==> src/rtl/board_pkg.sv <==
// board_pkg: opcodes, instruction field positions and program ROM images for the course CPU.
package board_pkg;
  localparam logic [3:0] OP_NOP  = 4'h0;
  localparam logic [3:0] OP_LDI  = 4'h1;
  localparam logic [3:0] OP_ADD  = 4'h2;
  localparam logic [3:0] OP_SUB  = 4'h3;
  localparam logic [3:0] OP_AND  = 4'h4;
  localparam logic [3:0] OP_OR   = 4'h5;
  localparam logic [3:0] OP_XOR  = 4'h6;
  localparam logic [3:0] OP_ADDI = 4'h7;
  localparam logic [3:0] OP_JMP  = 4'h8;
  localparam logic [3:0] OP_JZ   = 4'h9;
  localparam logic [3:0] OP_JNZ  = 4'hA;
  localparam logic [3:0] OP_OUT  = 4'hB;
  localparam logic [3:0] OP_HLT  = 4'hF;
  localparam int OP_HI = 15, OP_LO = 12;
  localparam int RD_HI = 11, RD_LO = 10;
  localparam int RS_HI = 9,  RS_LO = 8;
  localparam int IMM_HI = 7, IMM_LO = 0;
  // prog 0 is the LED up-counter; prog 1 is the decrement/halt check program
  function automatic logic [15:0] rom_image(input int prog, input logic [7:0] a);
    if (prog == 1)
      return a == 8'd0 ? 16'h1800 : a == 8'd1 ? 16'h7AFF : a == 8'd2 ? 16'h9005 :
             a == 8'd3 ? 16'hB800 : a == 8'd4 ? 16'hF000 : 16'h0000;
    return a == 8'd0 ? 16'h1000 : a == 8'd1 ? 16'h1401 : a == 8'd2 ? 16'h2100 :
           a == 8'd3 ? 16'hB000 : a == 8'd4 ? 16'h8002 : 16'h0000;
  endfunction
endpackage

==> src/rtl/board_if.sv <==
// board_if: fetch bus between the divider/ROM side and the CPU core.
interface board_if;
  logic        cpu_en;
  logic [15:0] instr;
  logic [7:0]  pc;
  modport master(output cpu_en, output instr, input pc);
  modport slave(input cpu_en, input instr, output pc);
endinterface

==> src/rtl/cpu_core.sv <==
// cpu_core: single-cycle 16-bit CPU with four registers, Z flag, halt and LED output register.
module cpu_core
  import board_pkg::*;
(
  input  logic       clk,
  input  logic       rst,
  board_if.slave     bus,
  output logic [7:0] led_o
);
  logic [7:0] pc_q, pc_d, led_q, led_d;
  logic [3:0][15:0] r_q, r_d;
  logic z_q, z_d, h_q, h_d;
  logic [3:0] op;
  logic [1:0] rd, rs;
  logic [7:0] imm;
  logic [15:0] a, b, res;
  logic wr, zu, jmp;
  assign op  = bus.instr[OP_HI:OP_LO];
  assign rd  = bus.instr[RD_HI:RD_LO];
  assign rs  = bus.instr[RS_HI:RS_LO];
  assign imm = bus.instr[IMM_HI:IMM_LO];
  assign a   = r_q[rd];
  assign b   = r_q[rs];
  always_comb begin
    res = 16'h0000;
    wr = 1'b0;
    zu = 1'b0;
    jmp = 1'b0;
    case (op)
      OP_LDI:  begin res = {8'h00, imm}; wr = 1'b1; end
      OP_ADD:  begin res = a + b; wr = 1'b1; zu = 1'b1; end
      OP_SUB:  begin res = a - b; wr = 1'b1; zu = 1'b1; end
      OP_AND:  begin res = a & b; wr = 1'b1; zu = 1'b1; end
      OP_OR:   begin res = a | b; wr = 1'b1; zu = 1'b1; end
      OP_XOR:  begin res = a ^ b; wr = 1'b1; zu = 1'b1; end
      OP_ADDI: begin res = a + {{8{imm[7]}}, imm}; wr = 1'b1; zu = 1'b1; end
      OP_JMP:  jmp = 1'b1;
      OP_JZ:   jmp = z_q;
      OP_JNZ:  jmp = !z_q;
      OP_NOP:  ;
      default: ;
    endcase
  end
  always_comb begin
    pc_d = pc_q;
    r_d = r_q;
    z_d = z_q;
    h_d = h_q;
    led_d = led_q;
    if (bus.cpu_en && !h_q) begin
      pc_d = op == OP_HLT ? pc_q : jmp ? imm : pc_q + 8'd1;
      h_d = op == OP_HLT;
      if (wr) r_d[rd] = res;
      if (zu) z_d = res == 16'h0000;
      if (op == OP_OUT) led_d = a[7:0];
    end
  end
  always_ff @(posedge clk) begin
    if (rst) begin
      pc_q <= '0;
      r_q <= '0;
      z_q <= 1'b0;
      h_q <= 1'b0;
      led_q <= '0;
    end else begin
      pc_q <= pc_d;
      r_q <= r_d;
      z_q <= z_d;
      h_q <= h_d;
      led_q <= led_d;
    end
  end
  assign bus.pc = pc_q;
  assign led_o = led_q;
endmodule

==> src/rtl/board_test_top.sv <==
// board_test_top: course CPU with clock-enable divider, combinational program ROM and LED port.
module board_test_top
  import board_pkg::*;
#(
  parameter int CLK_DIV   = 4,
  parameter int ROM_DEPTH = 256,
  parameter int PROG      = 0
) (
  input  logic       clk_undiv,
  input  logic       rst,
  output logic [7:0] led
);
  localparam int CW = CLK_DIV > 1 ? $clog2(CLK_DIV) : 1;
  logic [CW-1:0] cnt_q, cnt_d;
  board_if bus();
  assign bus.cpu_en = cnt_q == CW'(CLK_DIV - 1);
  assign cnt_d = bus.cpu_en ? '0 : cnt_q + CW'(1);
  assign bus.instr = 32'(bus.pc) < ROM_DEPTH ? rom_image(PROG, bus.pc) : 16'h0000;
  always_ff @(posedge clk_undiv) begin
    if (rst) cnt_q <= '0;
    else cnt_q <= cnt_d;
  end
  cpu_core u_core (
    .clk  (clk_undiv),
    .rst  (rst),
    .bus  (bus),
    .led_o(led)
  );
endmodule

==> config.mk <==
export PLATFORM = sky130hd
export DESIGN_NAME = board_test_top
export DESIGN_NICKNAME = d
export VERILOG_FILES = /design/src/rtl/board_pkg.sv /design/src/rtl/board_if.sv /design/src/rtl/cpu_core.sv /design/src/rtl/board_test_top.sv
export SDC_FILE = /design/constraint.sdc
export NUM_CORES = 1
export LEC_CHECK = 0
export CAP_MARGIN = 5
export CORE_ASPECT_RATIO = 2
export CORE_UTILIZATION = 45
export CTS_BUF_LIST = sky130_fd_sc_hd__clkbuf_16
export CTS_CLUSTER_SIZE = 20
export DETAILED_ROUTE_END_ITERATION = 10
export PLACE_DENSITY = 0.67
export SKIP_CTS_REPAIR_TIMING = 1
export SYNTH_ARGS = -nofsm -noshare
export SYNTH_HDL_FRONTEND = slang
export SYNTH_SLANG_ARGS = --single-unit
==> constraint.sdc <==
create_clock -name clk_undiv -period 6.43 [get_ports clk_undiv]
set_input_delay 1.286 -clock clk_undiv [delete_from_list [all_inputs] [get_ports clk_undiv]]
set_output_delay 1.286 -clock clk_undiv [all_outputs]
set_load 0.01 [all_outputs]
# Word level (Yosys, flattened, before mapping)
# Cells that the tools add are included.
dict set report totals {
  register_bits 84
  in_bits 2
  word_cells 68
}
dict set report op_classes {
  add_sub_neg 5
  order_cmp 3
  n_eq_ne 17
  mux 17
  bitwise 4
  reduce_logical 13
}
# operator count
set ops {}
lappend ops {{16-bit two-way mux} 8}
lappend ops {{16-bit case mux with 7 select lines} 1}
lappend ops {{16-bit binary-select mux with 2-bit select} 2}
lappend ops {{64-bit bitwise mux} 1}
lappend ops {{16-bit adder} 2}
lappend ops {{16-bit demux with 2-bit select} 1}
lappend ops {{4-bit == test, second input constant} 5}
lappend ops {{16-bit AND} 1}
lappend ops {{4-bit by 3-bit == test with 1-bit output, second input constant} 4}
lappend ops {{8-bit by 2-bit == test with 1-bit output, second input constant} 2}
lappend ops {{16-bit zero test} 1}
lappend ops {{16-bit OR} 1}
lappend ops {{16-bit subtractor} 1}
lappend ops {{16-bit bitwise XOR} 1}
lappend ops {{8-bit by 1-bit adder with 8-bit output, second input constant} 1}
lappend ops {{4-bit by 2-bit == test with 1-bit output, second input constant} 2}
lappend ops {{8-bit by 1-bit == test with 1-bit output, second input constant} 1}
lappend ops {{8-bit by 3-bit == test with 1-bit output, second input constant} 1}
lappend ops {{8-bit zero test} 1}
lappend ops {{8-bit two-way mux} 1}
lappend ops {{2-bit AND reduction} 4}
lappend ops {{7-bit OR reduction} 1}
lappend ops {{2-bit by 3-bit less-than comparator with 1-bit output, second input constant} 2}
lappend ops {{6-bit OR reduction} 1}
lappend ops {{other kinds (10)} 13}

# Logic depth before layout (Yosys ltp)
# Gate-level depths: netlist of the first run.
dict set report depth {
  ltp_word 11
  depth_mapped 18
  depth_no_buf 16
}

# Hierarchy
# From an unflattened synthesis of the first run, not the netlist that was laid out.
dict set report hier_totals {
  hier_cells 723
  area_unflattened_um2 6218.5
}
# mod n_inst cells_per_inst area_each_um2
set by_module_without_submodules {}
lappend by_module_without_submodules {cpu_core 1 705 6065.8}
lappend by_module_without_submodules {board_test_top 1 18 152.6}

# Worst setup path before layout of the first run
# No wires, ideal clock.
dict set report synth_timing {
  kind {register -> register}
  from {register u_core.pc_q[7], in the netlist u_core.bus.pc[7]}
  to {register u_core.r_q[6] (netlist bit)}
  setup_time_ns 0.128
  t_arrival_ns 3.350
  path_slack_ns 2.952
  path_stages_with_launch 17
  period_less_slack_ns 3.478
  cell_sequence {dfxtp_1 > or2_0 > or4_4 > nor3_1 > and2_1 > clkbuf_1 > mux2_2 > ha_1 > inv_1 > fa_1 > nand2b_1 > a21oi_1 > a2111oi_0 > xor2_1 > nor2_1 > a21oi_1 > nor2_1}
}
dict set report synth_via {
  elab_chain_len 10
  word_cells_on_any_way 37
  cone_classes {add/sub (3); order compare (2); eq/ne (11); mux (14); bitwise (3); reduce/logical (4)}
}
# element line_no
set synth_rtl {}
lappend synth_rtl {{start, declared} cpu_core.sv:10} ;# logic [7:0] pc_q, pc_d, led_q, led_d;
lappend synth_rtl {{start signal, assigned} cpu_core.sv:66} ;# pc_q <= pc_d;
lappend synth_rtl {{8-bit by 2-bit == test with 1-bit output} board_pkg.sv:26} ;# a == 8'd3 ? 16'hB000 : a == 8'd4 ? 16'h8002 : 16'h0000;
lappend synth_rtl {{16-bit two-way mux} board_pkg.sv:26}
lappend synth_rtl {{16-bit two-way mux (2 in a row)} board_pkg.sv:25} ;# return a == 8'd0 ? 16'h1000 : a == 8'd1 ? 16'h1401 : a == 8'd2 ? 16'h2100 :
lappend synth_rtl {{16-bit two-way mux (*)} board_pkg.sv:25}
lappend synth_rtl {{16-bit binary-select mux with 2-bit select (*)} cpu_core.sv:22} ;# assign a = r_q[rd];
lappend synth_rtl {{16-bit two-way mux (implied by the code) (*)} cpu_core.sv:22}
lappend synth_rtl {{named net u_core.a[0]} cpu_core.sv:16} ;# logic [15:0] a, b, res;
lappend synth_rtl {{16-bit adder, or another cell as far along} cpu_core.sv:36} ;# OP_ADDI: begin res = a + {{8{imm[7]}}, imm}; wr = 1'b1; zu = 1'b1; end
lappend synth_rtl {{16-bit case mux with 7 select lines (*)} cpu_core.sv:29} ;# case (op)
lappend synth_rtl {{64-bit bitwise mux (*)} cpu_core.sv:53} ;# if (wr) r_d[rd] = res;
lappend synth_rtl {{end signal, assigned} cpu_core.sv:67} ;# r_q <= r_d;
lappend synth_rtl {{end, declared} cpu_core.sv:11} ;# logic [3:0][15:0] r_q, r_d;
# Mark *: on every way through the listed nets, which the timed path passes. The rest lies on a longest branch. The select of a mux whose other input is x is not followed.
# A chain may end at the register's enable or synchronous reset.

# Final worst setup path of the first run
# Ends and elaborated chain as after synthesis.

==> impl_metrics.env, run 1 <==
export IMPL_vdd_drop_max_mv=0.144
export IMPL_use_met1=0.214
export IMPL_grt_pass1_vias=1417
export IMPL_status="completed"
export IMPL_place_area_mm2=0.00194
export IMPL_avgSynthCellArea_um2=8.43
export IMPL_use_met2=0.355
export IMPL_power_leakage_uw=0.000834
export IMPL_grt_util_met3=0.0413
export IMPL_layout_min_cycle_time_ps=3810
export IMPL_die_height_um=92.2
export IMPL_finalHoldViolCount=0
export IMPL_seq_area_frac_synth=0.372
export IMPL_setup_viol=0
export IMPL_clk_path_buf_depth=2
export IMPL_fin_crit_sh=0.592
export IMPL_powerDensity_mw_per_mm2=223
export IMPL_clock_latency_ps=280
export IMPL_n_antenna_cell=0
export IMPL_critical_path_max_fanout=10
export IMPL_vias=1417
export IMPL_row_count=32
export IMPL_dp_hpwl_um=2860
export IMPL_syn2layout_area_growth_pct=13.5
export IMPL_timing_rr_start="u_core.bus.pc[7]"
export IMPL_maxSlewHeadroom=0.432
export IMPL_drtAntennaViolNets=0
export IMPL_ys_types=39
export IMPL_nets=235
export IMPL_design_area_mm2=0.00208
export IMPL_synthCells=217
export IMPL_ff2ff_setup_slack_ps=2620
export IMPL_critical_path_endpoint_type="flop"
export IMPL_critPathRequiredTime_ps=6560
export IMPL_cts_sinks=34
export IMPL_crit_arrival_ps=3940
export IMPL_grt_pass1_wl_um=6340
export IMPL_coreArea_mm2=0.00388
export IMPL_hold_start="cnt_q[0]"
export IMPL_first_pass_iters=4
export IMPL_h_tree_depth=2
export IMPL_holdCritPathClass="reg2reg"
export IMPL_synth_warnings=0
export IMPL_synth_seq_cells=34
export IMPL_fmax_ghz=0.263
export IMPL_ys_flop_type="dfxtp_1"
export IMPL_skew_ps=2.97
export IMPL_busiest_layer="met2"
export IMPL_yosysTopAreaCellShare=0.372
export IMPL_path_clk_slew_ps=50
export IMPL_synth_edf_count=0
export IMPL_synth_nets=233
export IMPL_drive_gt1_frac=0.0818
export IMPL_antenna_found_initial=0
export IMPL_grt_max_degree=23
export IMPL_min_to="cnt_q[0]"
export IMPL_grtUsageTotal=0.206
export IMPL_grt_overflow_total=0
export IMPL_tightest_slew_ps=850
export IMPL_place_congestion=0.872
export IMPL_via_per_inst=5.23
export IMPL_dr_first_iter_drc_count=15
export IMPL_root_buffer="clkbuf_16"
export IMPL_wl_um=3810
export IMPL_io_buffers=9
export IMPL_async_reset_ff_frac=0
export IMPL_rsz0062_at_grt="false"
export IMPL_pin_count=10
export IMPL_hold_depth=1
export IMPL_cts_tree="yes"
export IMPL_nFillCells=404
export IMPL_r2r_end="u_core.r_q[6]"
export IMPL_synth_area_mm2=0.00183
export IMPL_die_w_um=47.1
export IMPL_reg2reg_depth=15
export IMPL_dieArea_mm2=0.00434
export IMPL_fin_setup_tns_ps=0
export IMPL_crit_type="reg2reg"
export IMPL_drc=0
export IMPL_yosysTopAreaCell="dfxtp_1"
export IMPL_wl_per_cell_um=14.1
export IMPL_start_util=0.471
export IMPL_drv_slew=0
export IMPL_cts_buffers=5
export IMPL_drv_cap=0
export IMPL_cp_start_kind="flop"
export IMPL_ys_top_cells_by_area="dfxtp_1, ha_1, nand2_1"
## through the flow
| step | total power, uW | utilization | instances | hold WS (ps) | worst slack (ps) |
|---|---|---|---|---|---|
| final | 463 | 0.535 | 271 | 432 | 2620 |
| after global routing | 477 | 0.535 | 271 | 436 | 2340 |
| after CTS | 466 | 0.535 | 271 | 432 | 2610 |
| after detailed placement | 240 | 0.499 | 263 | 424 | 2630 |
| after global placement | 240 | 0.499 | 263 | 414 | 2740 |
| after floorplan | 236 | - | 217 | 404 | 2950 |
## flip-flops by register name (all words and copies together), names as in the netlist
name / count
cnt_q: 2
u_core.r_q: 16
u_core.bus.pc: 8
u_core.led_o: 8
## worst max-delay path by stage
stage,start,endpoint,slack (ps),cells after the start
2_1_floorplan,u_core.bus.pc[7],u_core.r_q[6],2950,16
3_3_place_gp,u_core.bus.pc[7],u_core.r_q[6],2740,15
3_5_place_dp,u_core.bus.pc[7],u_core.r_q[6],2630,15
4_1_cts,u_core.bus.pc[7],u_core.r_q[6],2610,15
5_1_grt,u_core.bus.pc[7],u_core.r_q[6],2340,15
6_report,u_core.bus.pc[7],u_core.r_q[6],2620,15
## layout by cell type, fill, tap and decap left out, drive strengths merged, types with 3 or more instances in the layout
cell            n
a211oi          3
a21oi          10
a22oi           3
and2            8
clkbuf          5
clkdlybuf4s50   9
dfxtp          34
ha             13
inv             8
mux2            7
mux2i           8
nand2          32
nand3           4
nor2           30
nor3            4
o21ai           4
xnor2           7
xor2            5
## cell usage after synthesis (3+ instances only)
master	instances
a211oi_1	3
a21oi_1	10
a22oi_1	3
and2_1	8
clkbuf_1	13
dfxtp_1	34
ha_1	13
inv_1	7
mux2_2	7
mux2i_1	8
nand2_1	31
nand3_1	4
nor2_1	30
nor3_1	4
o21ai_0	4
xnor2_1	7
xor2_1	5
## routing by layer
layer  wire length (um)  vias to the layer above  share of wire
met4                146                        0          0.038
met5                  0                        -              0
met2               2090                       16           0.55
met1               1500                      658           0.39
li1                   -                      730              -
met3                 76                       13          0.020
## report_power, final
part | leakage [uW] | internal [uW] | switching [uW]
logic | 0.000487 | 7.30 | 13.0
clock network | 0.0000724 | 140 | 87.0
registers | 0.000274 | 213 | 2.18
## logic make-up after synthesis
kind of cell | Yosys count | share of synthesized area
mux | 15 | 0.0869
compound gates | 26 | 0.0896
xor+xnor | 12 | 0.0575
flops | 34 | 0.372
fa+ha+maj | 14 | 0.0999
buf+inv | 22 | 0.0458
simple gates | 94 | 0.248
## worst max-delay path, stage by stage, from the launching register on
cell and delay, ps:
dfxtp_1 320, or2_0 240, or4_4 460, nor3_1 230
and2_1 470, mux2_2 410, ha_1 200, inv_1 70
fa_1 190, nand2b_1 160, a21oi_1 80, a2111oi_0 440
xor2_1 180, nor2_1 50, a21oi_1 110, nor2_1 50
## area by class of cell
cell class / count / area (um^2) / share of cell area
Sequential cell: 34 / 681 / 0.328
Timing Repair Buffer: 10 / 97.6 / 0.0470
Multi-Input combinational cell: 161 / 1070 / 0.516
Clock buffer: 5 / 125 / 0.0602
Tap cell: 51 / 63.8 / 0.0307
Clock inverter: 3 / 12.5 / 0.00602
Inverter: 7 / 26.3 / 0.0127
(Power assumes the default switching activity.)
==> run 2: changes to the inputs <==
- clock period: 6.43 -> 3.8 ns (I/O delays scaled with it)
==> run 2 against run 1 <==
Compared with the run above:
- cell area grew 1.1%
- final cell count grew 0.74%
- highest routed layer unchanged
- global-route usage grew 0.79 points
- critical path type unchanged
- largest power group unchanged
- sequential share of layout area shrank 0.37 points
==> impl_metrics.env, run 2 (synthesized netlist as in run 1, its figures left out) <==
export IMPL_final_common_cell="dfxtp_1"
export IMPL_post_place_cells=266
export IMPL_drv_cap=0
export IMPL_switching_share=0.218
export IMPL_layout_min_cycle_time_ps=3550
export IMPL_nets=238
export IMPL_hold_depth=1
export IMPL_h_tree_depth=2
export IMPL_p_int_uw=609
export IMPL_cp_startpoint="u_core.bus.pc[7]"
export IMPL_maxSlewHeadroom=0.593
export IMPL_root_buffer="clkbuf_16"
export IMPL_clk_path_buf_depth=2
export IMPL_coreArea_mm2=0.00388
export IMPL_fin_hold_ws_ps=424
export IMPL_pin_count=10
export IMPL_reg2reg_depth=15
export IMPL_hold_start="cnt_q[0]"
export IMPL_syn2layout_area_growth_pct=14.8
export IMPL_wl_per_cell_um=14.3
export IMPL_layout_setup_ws_ps=247
export IMPL_grt_max_degree=14
export IMPL_via_per_inst=5.22
export IMPL_r2r_end="u_core.r_q[6]"
export IMPL_grtUsageTotal=0.214
export IMPL_drtAntennaViolNets=0
export IMPL_dr_first_iter_drc_count=32
export IMPL_ff2ff_setup_slack_ps=250
export IMPL_fin_setup_tns_ps=0
export IMPL_cts_tree="yes"
export IMPL_die_w_um=47.1
export IMPL_top_layer="met4"
export IMPL_cts_sinks=34
export IMPL_p_switching_uw=170
export IMPL_drv_slew=0
export IMPL_powerDensity_mw_per_mm2=371
export IMPL_fin_crit_sh=0.935
export IMPL_grt_overflow_total=0
export IMPL_grt_pass1_vias=1464
export IMPL_row_count=32
export IMPL_first_pass_iters=4
export IMPL_instances_no_fill=273
export IMPL_final_cell_mix="dfxtp_1, nand2_1, nor2_1"
export IMPL_power_frac_comb=0.048
export IMPL_tightest_slew_ps=608
export IMPL_die_height_um=92.2
export IMPL_place_congestion=0.860
export IMPL_crit_arrival_ps=3700
export IMPL_p_total_uw=779
export IMPL_critPathRequiredTime_ps=3950
export IMPL_n_antenna_cell=0
export IMPL_critical_path_max_fanout=5
export IMPL_antenna_found_initial=0
export IMPL_grt_pass1_wl_um=6620
export IMPL_min_to="cnt_q[0]"
export IMPL_drc=0
export IMPL_rsz0062_at_grt="false"
export IMPL_crit_type="reg2reg"
export IMPL_wl_met3_um=82
export IMPL_dp_hpwl_um=2880
export IMPL_timing_rr_start="u_core.bus.pc[7]"
export IMPL_clock_latency_ps=280
export IMPL_status="completed"
export IMPL_critical_path_endpoint_type="flop"
export IMPL_wl_um=3890
export IMPL_vias=1425
export IMPL_largest_reg_flops=16
export IMPL_setup_viol=0
export IMPL_start_util=0.471
export IMPL_met2_length_um=2110
export IMPL_finalHoldViolCount=0
export IMPL_seq_power_share=0.467
export IMPL_io_buffers=9
export IMPL_cts_buffers=5
export IMPL_largest_register="u_core.r_q"
export IMPL_power_leakage_uw=0.000851
export IMPL_wirelength_met1_um=1590
export IMPL_clock_power_share=0.485
export IMPL_drive_gt1_frac=0.0991
export IMPL_dp_slack_ps=200
export IMPL_skew_ps=7.63
export IMPL_dieArea_mm2=0.00434
export IMPL_path_clk_slew_ps=50
export IMPL_fmax_ghz=0.281
export IMPL_cp_start_kind="flop"
export IMPL_vdd_drop_max_mv=0.218
export IMPL_holdCritPathClass="reg2reg"
==> run 2: how the worst max path moves through the flow <==
stage / to / slack, ps
global placement: u_core.r_q[7] / 280
finish: u_core.r_q[6] / 250
detailed placement: u_core.r_q[6] / 200
floorplan: u_core.r_q[6] / 320
CTS: u_core.r_q[6] / 150
global route: u_core.r_q[6] / 20
==> run 2: metal layers <==
metal / GRT usage / up-vias
li1: - / 727
met1: 0.235 / 669
met2: 0.363 / 17
met3: 0.0413 / 12
met4: 0.107 / 0
met5: 0 / -
==> run 2: critical path, cell delays in order, from the launching register on <==
cell	delay, ps
dfxtp_1	310
or2_0	250
or4_4	470
nor3_1	240
and2_2	280
mux2_2	370
ha_1	200
inv_1	70
fa_1	190
nand2b_1	160
a21oi_1	80
a2111oi_1	390
xor2_1	190
nor2_1	60
a21oi_1	120
nor2_1	50
==> run 2: final cells by class <==
type	count	area [um^2]
multi-input combinational	161	1080
clock inverter	2	7.51
timing repair buffer	13	120
sequential	34	681
tap	51	63.8
clock buffer	5	125
inverter	7	26.3
fill	392	1780
==> run 2: through the flow <==
| stage | utilization | instance area, um^2 |
|---|---|---|
| floorplan | - | 1830 |
| global placement | 0.505 | 1960 |
| detailed placement | 0.505 | 1960 |
| CTS | 0.539 | 2090 |
| global route | 0.541 | 2100 |
| finish | 0.541 | 2100 |
==> run 2: power by group through the flow <==
stage               Combinational, uW  Clock, uW  Sequential [uW]
detailed placement               37.0          0              372
global placement                 37.0          0              371
floorplan                        27.4          0              372
global route                     41.3        394              364
CTS                              37.4        381              364
finish                           37.1        378              364
==> run 3: changes to the inputs <==
- CORE_MARGIN: unset -> 2
- CORE_UTILIZATION: 45 -> 60
- PLACE_DENSITY: 0.67 -> 0.84
- clock period: 3.8 -> 4.3 ns (I/O delays scaled with it)
==> run 3 against run 2 <==
Compared with the run above:
- clock skew is 4.6 ps lower
- clock-buffer cell count did not move
- power fell by 12%
- sequential power fell by 11%
- final cell count shrank 8.8%
- maximum frequency is 6.7% lower
==> impl_metrics.env, run 3 (synthesized netlist as in run 1, its figures left out) <==
export IMPL_cpPeakStageDelay_ps=470
export IMPL_fmax_ghz=0.263
export IMPL_drive_gt1_frac=0.0776
export IMPL_wl_per_cell_um=14.9
export IMPL_tightest_slew_ps=830
export IMPL_syn2layout_area_growth_pct=11.8
export IMPL_cp_start_kind="flop"
export IMPL_maxSlewHeadroom=0.445
export IMPL_place_congestion=0.862
export IMPL_fin_setup_tns_ps=0
export IMPL_coreArea_mm2=0.00294
export IMPL_grt_max_degree=23
export IMPL_dp_hpwl_um=2690
export IMPL_powerDensity_mw_per_mm2=334
export IMPL_power_leakage_uw=0.000834
export IMPL_grt_pass1_wl_um=6020
export IMPL_drc=0
export IMPL_fin_hold_ws_ps=425
export IMPL_grt_pass1_vias=1372
export IMPL_first_pass_iters=4
export IMPL_n_antenna_cell=0
export IMPL_pin_count=10
export IMPL_setup_viol=0
export IMPL_dieArea_mm2=0.00353
export IMPL_path_clk_slew_ps=50
export IMPL_holdCritPathClass="reg2reg"
export IMPL_finalHoldViolCount=0
export IMPL_io_buffers=9
export IMPL_clock_latency_ps=280
export IMPL_cpMaxStageDelayCell="or4_4"
export IMPL_antenna_found_initial=0
export IMPL_critical_path_max_fanout=10
export IMPL_via_per_inst=5.86
export IMPL_vias=1459
export IMPL_drv_cap=0
export IMPL_rsz0062_at_grt="false"
export IMPL_layout_min_cycle_time_ps=3810
export IMPL_instances_no_fill=249
export IMPL_dp_slack_ps=537
export IMPL_die_w_um=43.0
export IMPL_final_common_cell="dfxtp_1"
export IMPL_layout_setup_ws_ps=494
export IMPL_fin_crit_sh=0.885
export IMPL_h_tree_depth=2
export IMPL_grt_overflow_total=0
export IMPL_grtUsageTotal=0.233
export IMPL_largest_reg_flops=16
export IMPL_root_buffer="clkbuf_16"
export IMPL_row_count=28
export IMPL_post_place_cells=242
export IMPL_skew_ps=3.06
export IMPL_final_cell_mix="dfxtp_1, nand2_1, nor2_1"
export IMPL_nets=235
export IMPL_largest_register="u_core.r_q"
export IMPL_die_height_um=82.1
export IMPL_cts_tree="yes"
export IMPL_cts_buffers=5
export IMPL_drtAntennaViolNets=0
export IMPL_drv_slew=0
export IMPL_vdd_drop_max_mv=0.316
export IMPL_critical_path_endpoint_type="flop"
export IMPL_start_util=0.622
export IMPL_crit_type="reg2reg"
export IMPL_path_cells="or2_0 -> or4_4 -> nor3_1 -> and2_1 -> mux2_2 -> ha_1 -> inv_1 -> fa_1 -> nand2b_1 -> a21oi_1 -> a2111oi_0 -> xor2_1 -> nor2_1 -> a21oi_1 -> nor2_1"
export IMPL_critPathRequiredTime_ps=4440
export IMPL_wl_um=3700
export IMPL_clk_path_buf_depth=2
export IMPL_crit_arrival_ps=3940
export IMPL_dr_first_iter_drc_count=37
export IMPL_status="completed"
export IMPL_cts_sinks=34
run 3: routing by layer:
layer / vias up / part of all wire / global-route usage
li1: 725 / - / -
met2: 33 / 0.54 / 0.432
met5: - / 0 / 0
met1: 686 / 0.38 / 0.226
met3: 15 / 0.037 / 0.0484
met4: 0 / 0.040 / 0.148
run 3: worst max-delay path, delay by kind of cell, from the launching register on:
family                   cells  cell delay (ps)
adder cells (fa/ha/maj)      2              390
buffers and inverters        1               70
AND/OR/NAND/NOR              7             1670
XOR/XNOR                     1              190
flip-flops                   1              310
multiplexers                 1              410
AO/OA/AOI/OAI                3              620
run 3: cell type report:
type | count | area [um^2]
flip-flops and latches | 34 | 681
clock buffers | 5 | 125
inverters | 7 | 26.3
fillers | 251 | 897
multi-input cells | 161 | 1070
clock inverters | 2 | 7.51
repair buffers | 10 | 97.6
well taps | 30 | 37.5
run 3: path summary, 6_finish.rpt:
| check | cells past startpoint | endpoint | from | slack, ps |
|---|---|---|---|---|
| max reg2reg | 15 | u_core.r_q[6] | u_core.bus.pc[7] | 490 |
| max | 15 | u_core.r_q[6] | u_core.bus.pc[7] | 490 |
| min reg2reg | 1 | cnt_q[0] | cnt_q[0] | 420 |
| min | 1 | cnt_q[0] | cnt_q[0] | 420 |
run 3: where the power goes:
part           total (uW)  leakage, uW  switching, uW  internal [uW]
Sequential            323     0.000274           3.32            319
Combinational        29.7     0.000487           19.0           10.7
Clock                 332    0.0000723            125            207
run 3: stage by stage:
stage / util / total power (uW) / instance area [um^2]
finish: 0.695 / 684 / 2050
global route: 0.695 / 705 / 2050
CTS: 0.695 / 687 / 2050
detailed placement: 0.650 / 359 / 1910
global placement: 0.650 / 358 / 1910
floorplan: - / 353 / 1830
